`src/rtl/fetch_issue_unit.sv`:
```
// fetch_issue_unit
// ----------------
// Sequencer in front of the 8-bit ALU. It fetches one instruction at a time
// from instruction memory, holds it stable for the ALU, and then retires it
// one cycle after issue. Retiring means updating the PC, writing back to the
// register file, setting the sticky overflow flag, or pulsing ls_issue so the
// memory stage can take the instruction.
//
// Port summary
//   clk, rst_n            clock (rising edge), asynchronous active-low reset
//   run                   level: keep fetching / stop at the next boundary
//   imem_req/addr/rdata/valid   instruction memory fetch port
//   alu_instruction/alu_pc      instruction and its PC presented to the ALU
//   alu_out/jump/overflow       registered ALU result, valid in WAIT
//   rf_ra0/rf_ra1               register-file read addresses for ALU inputs
//   rf_we/rf_wa/rf_wd           register writeback, one-cycle pulse in WAIT
//   ls_issue                    load/store handoff pulse (opcodes 1010/1011)
//   pc, ovf_sticky, busy, retired  architectural / status outputs
//   o_dbg_state                 current FSM state (IDLE=0 FETCH=1 ISSUE=2 WAIT=3)
//
// Fetch handshake: imem_req is high for the whole of FETCH, with imem_addr
// held at pc. The instruction is taken in the first cycle in which both
// imem_req and imem_valid are high. imem_valid is ignored in every other cycle.

module fetch_issue_unit #(
    parameter logic [7:0] RESET_PC = 8'h00
) (
    input  logic       clk,
    input  logic       rst_n,
    input  logic       run,
    output logic       imem_req,
    output logic [7:0] imem_addr,
    input  logic [7:0] imem_rdata,
    input  logic       imem_valid,
    output logic [7:0] alu_instruction,
    output logic [7:0] alu_pc,
    input  logic [7:0] alu_out,
    input  logic [7:0] alu_jump,
    input  logic       alu_overflow,
    output logic [1:0] rf_ra0,
    output logic [1:0] rf_ra1,
    output logic       rf_we,
    output logic [1:0] rf_wa,
    output logic [7:0] rf_wd,
    output logic       ls_issue,
    output logic [7:0] pc,
    output logic       ovf_sticky,
    output logic       busy,
    output logic       retired,
    output logic [1:0] o_dbg_state
);

    typedef enum logic [1:0] {
        S_IDLE  = 2'd0,
        S_FETCH = 2'd1,
        S_ISSUE = 2'd2,
        S_WAIT  = 2'd3
    } state_t;

    state_t     r_state;
    state_t     w_next_state;
    logic [7:0] r_pc;
    logic [7:0] r_instr;
    logic [7:0] r_alu_pc;
    logic       r_ovf;

    logic [3:0] w_op;
    logic [7:0] w_pc_seq;
    logic [7:0] w_br_off;
    logic       w_taken;
    logic [7:0] w_pc_next;
    logic       w_set_ovf;

    assign w_op     = r_instr[7:4];
    assign w_pc_seq = r_pc + 8'd1;
    // Branch offset is the 2-bit signed field instr[1:0] (-2..+1).
    assign w_br_off = {{6{r_instr[1]}}, r_instr[1:0]};
    // Only the exact all-ones pattern means the jump is taken.
    assign w_taken  = (alu_jump == 8'hFF);

    assign imem_addr       = r_pc;
    assign pc              = r_pc;
    assign alu_instruction = r_instr;
    assign alu_pc          = r_alu_pc;
    assign rf_ra0          = r_instr[3:2];
    assign rf_ra1          = r_instr[1:0];
    assign ovf_sticky      = r_ovf;
    assign o_dbg_state     = r_state;

    // State register
    always_ff @(posedge clk or negedge rst_n) begin
        if (!rst_n) begin
            r_state <= S_IDLE;
        end else begin
            r_state <= w_next_state;
        end
    end

    // Next-PC selection. It is used only at the closing edge of WAIT.
    always_comb begin
        w_pc_next = w_pc_seq;
        case (w_op)
            4'b1000, 4'b1001: if (w_taken) w_pc_next = w_pc_seq + alu_out;
            4'b1100, 4'b1101: if (w_taken) w_pc_next = w_pc_seq + w_br_off;
            default:          w_pc_next = w_pc_seq;
        endcase
    end

    // Next state and per-state outputs, including the commit in WAIT.
    always_comb begin
        w_next_state = r_state;
        imem_req     = 1'b0;
        busy         = 1'b1;
        retired      = 1'b0;
        rf_we        = 1'b0;
        rf_wa        = r_instr[3:2];
        rf_wd        = alu_out;
        ls_issue     = 1'b0;
        w_set_ovf    = 1'b0;
        case (r_state)
            S_IDLE: begin
                busy = 1'b0;
                if (run) w_next_state = S_FETCH;
            end
            S_FETCH: begin
                // Once a fetch has started it always completes, even if run drops.
                imem_req = 1'b1;
                if (imem_valid) w_next_state = S_ISSUE;
            end
            S_ISSUE: begin
                w_next_state = S_WAIT;
            end
            S_WAIT: begin
                retired      = 1'b1;
                w_next_state = run ? S_FETCH : S_IDLE;
                if (!w_op[3] || (w_op[3:1] == 3'b111)) begin
                    rf_we = 1'b1;
                end else if (w_op == 4'b1001) begin
                    // JAL links the return address into r3.
                    rf_we = 1'b1;
                    rf_wa = 2'd3;
                    rf_wd = w_pc_seq;
                end else if (w_op[3:1] == 3'b101) begin
                    ls_issue = 1'b1;
                end
                w_set_ovf = (w_op == 4'b0001) && alu_overflow;
            end
            default: begin
                w_next_state = S_IDLE;
            end
        endcase
    end

    // Instruction, issue PC, architectural PC and sticky overflow.
    always_ff @(posedge clk or negedge rst_n) begin
        if (!rst_n) begin
            r_pc     <= RESET_PC;
            r_instr  <= 8'h00;
            r_alu_pc <= RESET_PC;
            r_ovf    <= 1'b0;
        end else begin
            if ((r_state == S_FETCH) && imem_valid) begin
                r_instr  <= imem_rdata;
                r_alu_pc <= r_pc;
            end
            if (r_state == S_WAIT) begin
                r_pc <= w_pc_next;
                if (w_set_ovf) r_ovf <= 1'b1;
            end
        end
    end

endmodule
```
`config.mk`:
```
export PLATFORM = sky130hd
export DESIGN_NAME = fetch_issue_unit
export DESIGN_NICKNAME = d
export VERILOG_FILES = /design/src/rtl/fetch_issue_unit.sv
export SDC_FILE = /design/constraint.sdc
export NUM_CORES = 1
export LEC_CHECK = 0
export CAP_MARGIN = 10
export CORE_MARGIN = 2
export CORE_UTILIZATION = 41
export DETAILED_ROUTE_END_ITERATION = 10
export GPL_TIMING_DRIVEN = 0
export HOLD_SLACK_MARGIN = 0.1
export PLACE_DENSITY = 0.86
export SLEW_MARGIN = 25
export SYNTH_ARGS = -nofsm -noshare
export SYNTH_HDL_FRONTEND = slang
export SYNTH_SLANG_ARGS = --single-unit
```
`constraint.sdc`:
```
create_clock -name clk -period 2.5 [get_ports clk]
set_input_delay 0.75 -clock clk [delete_from_list [all_inputs] [get_ports clk]]
set_output_delay 0.75 -clock clk [all_outputs]
set_load 0.005 [all_outputs]
```
[Word level (Yosys, flattened, before mapping)]
Index checks and enable logic that the tools add are counted.
W data, S select, Z words.
Cells by class
  multiplexer cells: 24
  $add $sub $neg: 3
  reductions and logical operators: 9
  equality and inequality tests: 13
Operators with widths (count)
  $mux W8: 5
  $add A8 B8 Y8: 2
  $eq A4 B4 Y1 const B: 4
  $pmux W8 S2: 1
  $mux W1: 12
  $mux W2: 5
  $add A8 B1 Y8 const B: 1
  $eq A8 B8 Y1 const B: 1
  $pmux W2 S4: 1
  $eq A3 B3 Y1 const B: 2
  $eq A2 B2 Y1 const B: 2
  $eq A4 B1 Y1 const B: 1
  $ne A2 B2 Y1 const B: 2
  $reduce_and A2 Y1: 2
  $reduce_or A2 Y1: 2
  $eq A2 B1 Y1 const B: 1
  $logic_and A1 B1 Y1: 2
  $logic_not A2 Y1: 1
  $logic_not A1 Y1: 1
  $logic_or A1 B1 Y1: 1
Storage, ports and cells
  flip-flop bits (word level): 27
  word-level logic and storage cells: 54
  output and inout bits: 54

[Logic depth before layout (Yosys ltp)]
Gate-level depths: netlist of run 1.
  depth after elaboration: 5
  mapped depth: 12

[Worst setup path after synthesis of run 1]
Ideal clock, no wire load.
  path type: reg2reg
  start: reg r_pc[0] (netlist: imem_addr[0])
  end: reg r_pc[7] (netlist: imem_addr[7])
  clock period less this slack: 2728 ps
  required time: 2420 ps
  setup slack: -228 ps
  arrival: 2648 ps
  library setup time: 80 ps
  buffers on the path: 0
  cell stages (with the launch flop): 12
  cell sequence: dfrtp_1 > ha_1 > nand3_1 > xor2_1 > inv_1 > ha_1 > a21o_1 > a31o_1 > o21a_1 > or3_1 > a211o_1 > o211ai_2
On the way
  cells in the longest elaborated chain, start to end: 4
RTL lines
  start: declaration: line 62  | logic [7:0] r_pc;
  start signal: assignment: line 167  | r_pc <= w_pc_next;
  $add A8 B1 Y8 *: line 75  | assign w_pc_seq = r_pc + 8'd1;
  $add A8 B8 Y8, on equally long branches: line 104, 103
  $mux W8, on equally long branches: line 104, 103
  $pmux W8 S2 *: line 102  | case (w_op)
Every way passes the cells marked *; elsewhere a longest branch is shown, timed or not.
A chain may end at the register's enable or synchronous reset.

[Worst setup path after layout of run 1]
  start: reg r_pc[1] (netlist: imem_addr[1])
  end: reg r_pc[7] (netlist: imem_addr[7])
The elaborated chain is that of the path after synthesis.

==> flow_summary.toml, run 1 <==
[outcome]
status = "finished with violations"
failed_checks = "setup timing"

[layout]
fin_nets = 409
insertedDiodeCount = 0
fillCellCount = 357
layout_common_cells = "65 x clkdlybuf4s50_1, 36 x buf_4, 25 x nand2_1"
drive_gt1_share_pct = 37.1
area_growth_pct = 69.1
multi_input_comb_area_sq_mm = 0.00171
final_cells = 426
seq_area_sq_um = 683
final_common_cell = "clkdlybuf4s50_1"

[timing]
timing.fmax_ghz = 0.371
skew_ps = 3.57
setup-tns-final_ps = -541
setup_slack_ps = -194
timing.final.crit_share_pct = 108
worstMarginPinSlew_ps = 604
setup_violations = 7
layout_min_cycle_time_ps = 2690
rsz0062_at_grt = "true"
drv_slew = 0
hold_viol_final = 0
max-slew-margin-rel_pct = 59.8

[grt]
grt_util_all_layers_pct = 23.3
globalRouteOverflowTotal = 0
grt_pass1_vias = 2359
grt_max_degree = 28
grt_pass1_wl_um = 11100
antenna_found_initial = 0

[logic_synthesis]
async_reset_ff_share_pct = 100
synth_fa_ha_area_share_pct = 13.7
syn_inst = 244
synth_fp_nets = 296
synth_ff_type = "dfrtp_1"
ys_warn_count = 0
syn_area_sq_mm = 0.00222
yosysUniqueCellTypes = 43
synth.area.top_cells = "dfrtp_1 30%, ha_1 12%, mux2_2 9.7%"
synth_edf_count = 0
ys_seq_area_share_pct = 30.5
synth-compound-area-share_pct = 15.8
synthSimpleGateAreaFrac_pct = 14.7
synth_seq_cells = 27
synth_top_family_by_area = "compound AO/OA/AOI/OAI gates"
yosysTopAreaCell = "dfrtp_1"
yosysTopAreaCellShare_pct = 30.5
syn_area_per_cell_sq_um = 9.09
synth_xor_area_share_pct = 5.14
synth.area.mux_share_pct = 11.9

[setup_path]
rr_startpoint = "imem_addr[1]"
r2r_end = "imem_addr[7]"
rrSetupSlack_ps = -190
required_ps = 2700
cp_cell_sequence = "and3_4, nand3_2, xor2_2, inv_2, ha_4, a21oi_2, nand2_1, or4_1, and4_1, a211o_1, o211ai_2"
cp_max_fo = 5
crit_family = "simple AND/OR/NAND/NOR gates"
worst-path-buf-inv = 1
start_kind = "register"
critPathArrivalTime_ps = 2890
crit_path_end_kind = "register"
cpPeakStageDelay_ps = 470
r2r_cells = 11
critical-path-slowest-cell = "or4_1"
path_class = "reg2reg"

[placed_design]
dp_cells = 396
hpwlAfterDp_um = 4760
portBuffers = 82
finalWeightedCongestion = 0.869
place_ws_ps = -649

[clocking]
cts_tree = "done"
cts.sinks = 27
clockRootBuffer = "clkbuf_8"
cts_made_buffers = 3
clk_path_buf_depth = 2
hold_buffers = 0
clkTransAtPathRegs_ps = 100
clk_latency_ps = 270
htreeDepth = 1

[die]
top_level_ports = 83
rows = 26
core-area_sq_mm = 0.00517
dieArea_sq_mm = 0.00601
initial_utilization_pct = 42.9
die_x_um = 77.5
chipHeight_um = 77.5

[detailed_routing]
drtIter0Drc = 167
wl_per_cell_um = 17.3
ant_nets = 0
routed_wl_um = 7370
firstDrtPassIters = 4
drc = 0
vias = 2342
vias_per_cell = 5.50

[power_and_ir_drop]
p_leak_nw = 1.62
power_per_cell_area_mw_per_mm2 = 1490
p_total_mw = 5.57
ir_worst_vdd_uv = 706

[job]
drv_cap = 0

[worst_hold_path]
hp-class = "in2async"
metrics by stage:
| stage | utilization (%) | hold slack [ps] | instance area [sq um] |
|---|---|---|---|
| 6_report | 72.5 | 473 | 3750 |
| 5_1_grt | 72.5 | 507 | 3750 |
| 4_1_cts | 69.0 | 490 | 3570 |
| 3_5_place_dp | 61.5 | 474 | 3180 |
| 3_3_place_gp | 61.6 | 457 | 3190 |
| 2_1_floorplan | - | 454 | 2280 |
state kept, by name, summed over array words and instances, names as in the netlist:
| signal | cells |
|---|---|
| ovf_sticky | 1 |
| alu_pc | 8 |
| imem_addr | 8 |
| alu_instruction | 8 |
| o_dbg_state | 2 |
cells in the mapped netlist, types with 2 or more instances:
library cell	count
ha_1	21
dfrtp_1	27
a31oi_1	4
xor2_1	6
clkbuf_1	7
buf_4	12
fa_1	2
mux2i_1	5
or3_1	2
o21bai_1	2
nand2_1	27
o221ai_1	2
nor2b_1	6
nor3_1	3
xnor2_1	7
o211ai_1	2
o22ai_1	2
a21oi_1	12
a21o_1	3
nand2b_1	4
nor2_1	5
o21ai_0	17
mux2_2	19
inv_1	18
nand3_1	9
or4_1	2
and3_1	2
worst max-delay path by stage:
stage / end / depth (start not counted) / startpoint / slack (ps)
2_1_floorplan: imem_addr[7] / 11 / imem_addr[0] / -30
3_3_place_gp: rf_wd[5] / 6 / alu_instruction[6] / -620
3_5_place_dp: rf_wd[5] / 6 / alu_instruction[6] / -650
4_1_cts: imem_addr[7] / 12 / imem_addr[0] / -120
5_1_grt: imem_addr[7] / 11 / imem_addr[1] / -300
6_report: imem_addr[7] / 11 / imem_addr[1] / -190
power breakdown:
group,total (mW),internal (mW),switching (mW)
registers,0.980,0.652,0.328
logic,4.34,2.42,1.92
clock network,0.251,0.113,0.138
cells by family (layout without fill, tap and decap cells):
family	after synthesis	count (layout)
compound gates	55	55
mux	24	24
flops	27	27
buf+inv	37	149
xor+xnor	13	13
simple gates	65	65
fa+ha+maj	23	23
layer usage:
layer  share of wire, %  GRT usage (%)  up-vias  wire [um]
li1                   -              -     1072          -
met1                 39           26.3     1127       2850
met2                 52           43.2      117       3850
met3                5.6           4.65       26        416
met4                3.4           8.04        0        253
met5                  0              0        -          0
final cells by class:
| cell class | count | area share [%] |
|---|---|---|
| multi-input cells | 180 | 45.7 |
| repair buffers | 109 | 26.6 |
| flip-flops and latches | 27 | 18.2 |
| plain buffers | 18 | 3.94 |
| well taps | 70 | 2.34 |
| inverters | 18 | 1.87 |
| clock buffers | 3 | 1.10 |
| clock inverters | 1 | 0.200 |
what timing repair did:
action                                  CTS  global route
buffers inserted                         19             8
endpoints found under the setup margin   15            13
pin swaps                                11            11
gates resized for setup                  83            34
Power figures use the tool's default switching activity.
==> inputs of run 2 (changes only) <==
--- a/config.mk
+++ b/config.mk
@@ -7,11 +7,12 @@
 export LEC_CHECK = 0
 export CAP_MARGIN = 10
 export CORE_MARGIN = 2
-export CORE_UTILIZATION = 41
+export CORE_UTILIZATION = 44
 export DETAILED_ROUTE_END_ITERATION = 10
+export DONT_BUFFER_PORTS = 1
 export GPL_TIMING_DRIVEN = 0
 export HOLD_SLACK_MARGIN = 0.1
-export PLACE_DENSITY = 0.86
+export PLACE_DENSITY = 0.69
 export SLEW_MARGIN = 25
 export SYNTH_ARGS = -nofsm -noshare
 export SYNTH_HDL_FRONTEND = slang
==> flow_summary.toml, run 2 (same netlist as run 1, synthesis figures left out) <==
[timing]
layout_min_cycle_time_ps = 2720
timing.final.crit_share_pct = 109
skew_ps = 10.9
setup_violations = 2
setup_slack_ps = -220
timing.fmax_ghz = 0.368
worstMarginPinSlew_ps = 863
drv_slew = 0
rsz0062_at_grt = "true"
setup-tns-final_ps = -328
max-slew-margin-rel_pct = 42.0
hold_viol_final = 0

[grt]
grt_pass1_wl_um = 8790
met1_usage_pct = 26.0
grt-busiest-layer = "met2"
grt_pass1_vias = 1868
globalRouteOverflowTotal = 0
grt_util_all_layers_pct = 20.5
grtUsageMet3_pct = 5.09
use_met2_pct = 34.3
grt_max_degree = 28
antenna_found_initial = 0

[clocking]
cts_made_buffers = 3
clockRootBuffer = "clkbuf_8"
clk_latency_ps = 280
clkTransAtPathRegs_ps = 100
cts.sinks = 27
clk_path_buf_depth = 2
htreeDepth = 1
cts_tree = "done"

[power_and_ir_drop]
power_per_cell_area_mw_per_mm2 = 1570
p_leak_nw = 1.17
ir_worst_vdd_uv = 667

[placed_design]
dp_cells = 311
finalWeightedCongestion = 0.880
portBuffers = 0
hpwlAfterDp_um = 4250

[setup_path]
rr_startpoint = "imem_addr[1]"
r2r_end = "imem_addr[7]"
rrSetupSlack_ps = -220
r2r_cells = 13
crit_path_end_kind = "register"
required_ps = 2700
cp_max_fo = 7
path_class = "reg2reg"
start_kind = "register"
critPathArrivalTime_ps = 2920

[layout]
layout_common_cells = "27 x nand2_1, 23 x buf_4, 19 x mux2_2, 19 x dfrtp_1, 14 x inv_1"
drive_gt1_share_pct = 37.2
final_common_cell = "nand2_1"
area_growth_pct = 22.5
final_cells = 328
insertedDiodeCount = 0
fin_nets = 314

[worst_hold_path]
hp-class = "in2async"

[detailed_routing]
vias_per_cell = 5.67
ant_nets = 0
routed_wl_um = 5670
firstDrtPassIters = 4
wl_per_cell_um = 17.3
drtIter0Drc = 86
vias = 1861
drc = 0

[outcome]
status = "finished with violations"
failed_checks = "setup timing"

[die]
core-area_sq_mm = 0.00479
rows = 25
top_level_ports = 83
initial_utilization_pct = 46.3
dieArea_sq_mm = 0.00562
die_x_um = 75.0
chipHeight_um = 75.0

[job]
drv_cap = 0
run 2: cell types whose count changed in the layout (fill, tap and decap cells not counted), sizes merged:
cell	change
dlygate4sd2	-5
clkbuf	-2
clkdlybuf4s50	-65
clkdlybuf4s15	-1
buf	-19
dlymetal6s2s	-3
run 2: routing by layer:
metal	vias up	part of all wire [%]
met5	-	0
met4	0	1.9
met3	10	8.3
met2	79	49
met1	881	41
li1	891	-
run 2: worst max path at each step:
stage | from | end | slack [ps]
final | imem_addr[1] | imem_addr[7] | -220
after global routing | imem_addr[0] | imem_addr[7] | -280
after CTS | imem_addr[0] | imem_addr[7] | -230
after detailed placement | imem_addr[0] | imem_addr[7] | -420
after global placement | imem_addr[0] | imem_addr[7] | -420
after floorplan | imem_addr[0] | imem_addr[7] | -30
run 2: timing repair:
| item | in CTS | in global routing |
|---|---|---|
| hold buffers | 0 | 0 |
| pin swaps | 12 | 13 |
| buffers inserted | 7 | 6 |
| setup endpoints to repair | 14 | 12 |
| gates resized for setup | 45 | 13 |
run 2: area by class of cell:
cell class	instances	area, sq um
fill	429	2070
clock buffer	3	41.3
buffer	19	131
timing repair buffer	13	97.6
tap	67	83.8
multi-input combinational	180	1600
clock inverter	1	7.51
inverter	18	67.6
sequential	27	686
run 2: report_power, final:
| part | switching [mW] | total (mW) | internal [mW] |
|---|---|---|---|
| registers | 0.368 | 1.02 | 0.657 |
| clock network | 0.138 | 0.251 | 0.113 |
| logic | 1.49 | 2.98 | 1.49 |
run 2: worst max-delay path, stage by stage, from the launching register on:
cell      delay, ps
dfrtp_2         490
ha_4            210
nand3_4         120
nor2_4          130
xnor2_2         130
inv_2            70
ha_4            280
buf_6            90
nand4_1          90
a21oi_2         210
nor3_2           80
or3_4           370
a211o_1         310
o211ai_2         60
run 2: per-stage QoR:
step           power [mW]  util, %  worst slack, ps  instance area [sq um]  hold WS, ps
2_1_floorplan        2.93        -            -26.8                   2280          454
3_3_place_gp         3.41     49.4             -416                   2360          455
3_5_place_dp         3.46     49.4             -417                   2360          455
4_1_cts              4.07     55.0             -230                   2630          144
5_1_grt              4.65     56.7             -283                   2720          129
6_report             4.25     56.7             -220                   2720          149
==> inputs of run 3 (changes only) <==
--- a/config.mk
+++ b/config.mk
@@ -6,14 +6,14 @@
 export NUM_CORES = 1
 export LEC_CHECK = 0
 export CAP_MARGIN = 10
+export CORE_ASPECT_RATIO = 1.75
 export CORE_MARGIN = 2
 export CORE_UTILIZATION = 44
 export DETAILED_ROUTE_END_ITERATION = 10
 export DONT_BUFFER_PORTS = 1
 export GPL_TIMING_DRIVEN = 0
 export HOLD_SLACK_MARGIN = 0.1
-export PLACE_DENSITY = 0.69
-export SLEW_MARGIN = 25
+export SLEW_MARGIN = 20
 export SYNTH_ARGS = -nofsm -noshare
 export SYNTH_HDL_FRONTEND = slang
 export SYNTH_SLANG_ARGS = --single-unit
==> flow_summary.toml, run 3 (same netlist as run 1, synthesis figures left out) <==
[power_and_ir_drop]
p_total_mw = 4.28
p_sw_mw = 1.99
p_leak_nw = 1.16
swShare_pct = 46.5
p_int_mw = 2.29
power_per_cell_area_mw_per_mm2 = 1590
combPwrFrac_pct = 70.1
p_seq_share_pct = 24.1
ir_worst_vdd_uv = 988
p_clk_share_pct = 5.9

[timing]
hold_viol_final = 0
skew_ps = 10.3
worstMarginPinSlew_ps = 786
rsz0062_at_grt = "true"
setup-tns-final_ps = -350
timing.final.crit_share_pct = 108
whs_ps = 154
timing.fmax_ghz = 0.371
drv_slew = 0
max-slew-margin-rel_pct = 47.2
setup_slack_ps = -193
layout_min_cycle_time_ps = 2690
setup_violations = 3

[grt]
grt_pass1_vias = 1741
grt_max_degree = 28
globalRouteOverflowTotal = 0
grt_pass1_wl_um = 8870
grt_util_all_layers_pct = 20.0
antenna_found_initial = 0

[detailed_routing]
vias_per_cell = 5.75
routed_wl_um = 5540
ant_nets = 0
vias = 1804
firstDrtPassIters = 4
drtIter0Drc = 30
drc = 0
wl_per_cell_um = 17.7

[clocking]
clk_latency_ps = 270
htreeDepth = 1
hold_buffers = 0
clkTransAtPathRegs_ps = 100
clk_path_buf_depth = 2
cts_tree = "done"
cts.sinks = 27
cts_made_buffers = 3
clockRootBuffer = "clkbuf_8"

[job]
drv_cap = 0

[setup_path]
rrSetupSlack_ps = -190
path_common_cell = "ha_4"
cp_max_fo = 8
required_ps = 2690
critical-path-slowest-cell = "dfrtp_2"
cp_cell_sequence = "ha_4, nand3_4, xor2_2, inv_2, ha_4, a21o_1, a31o_1, o21a_1, or3_1, a211o_1, o211ai_2"
path_class = "reg2reg"
critPathArrivalTime_ps = 2890
crit_path_end_kind = "register"
start_kind = "register"
crit_family = "compound AO/OA/AOI/OAI gates"
cpPeakStageDelay_ps = 500
worst-path-buf-inv = 1

[placed_design]
hpwlAfterDp_um = 4290
dpl-instance-area_sq_mm = 0.00235
finalWeightedCongestion = 0.753
portBuffers = 0
dp_cells = 298
place_ws_ps = -485

[layout]
area_growth_pct = 21.6
final_common_cell = "nand2_1"
drive_gt1_share_pct = 35.4
layout_common_cells = "27 x nand2_1, 23 x buf_4, 21 x dfrtp_1"
insertedDiodeCount = 0
final_cells = 314
fin_nets = 313
final_area_sq_mm = 0.00270
fin_util_pct = 54.6

[worst_hold_path]
hp-class = "in2async"

[die]
rows = 34
die_x_um = 57.7
top_level_ports = 83
initial_utilization_pct = 44.9
dieArea_sq_mm = 0.00565
core-area_sq_mm = 0.00493
chipHeight_um = 97.9

[outcome]
status = "finished with violations"
failed_checks = "setup timing"
[run 3: cell count changes in the layout (fill, tap and decap cells not counted), moves of 2 or more]
cell	change
o21ai_2	-2
dfrtp_1	+2
ha_1	-2
dfrtp_2	-2
[run 3: final cells by class]
type	instances	area, sq um
Multi-Input combinational cell	180	1610
Fill cell	454	2240
Buffer	19	131
Timing Repair Buffer	12	86.3
Sequential cell	27	683
Tap cell	54	67.6
Inverter	18	67.6
Clock inverter	1	7.51
Clock buffer	3	41.3
[run 3: routing by layer]
layer  wire, um  track usage, %
met1       2140            24.7
met2       3010            34.6
met3        268            3.18
met4        126            6.62
met5          0               0
[run 3: power by group through the flow]
stage | registers, mW | clock network (mW) | logic (mW)
after floorplan | 0.888 | 0 | 2.05
after global placement | 0.987 | 0 | 2.43
after detailed placement | 0.989 | 0 | 2.47
after CTS | 1.03 | 0.259 | 2.79
after global routing | 1.08 | 0.274 | 3.33
final | 1.03 | 0.251 | 3.00
[run 3: path summary, 6_finish.rpt]
| kind | depth (start not counted) | start | end |
|---|---|---|---|
| worst max-delay path | 11 | imem_addr[0] | imem_addr[7] |
| worst min-delay path | 0 | rst_n | alu_instruction[2] |
| worst max register to register | 11 | imem_addr[0] | imem_addr[7] |
| worst min register to register | 1 | ovf_sticky | ovf_sticky |
| max in group asynchronous | 0 | rst_n | imem_addr[4] |
| min in group clk | 1 | ovf_sticky | ovf_sticky |
[run 3: timing repair]
action / CTS / global route
gates resized for setup: 45 / 7
pin swaps: 8 / 10
hold endpoints to repair: 0 / 0
endpoints found under the setup margin: 14 / 12
buffers inserted: 7 / 5
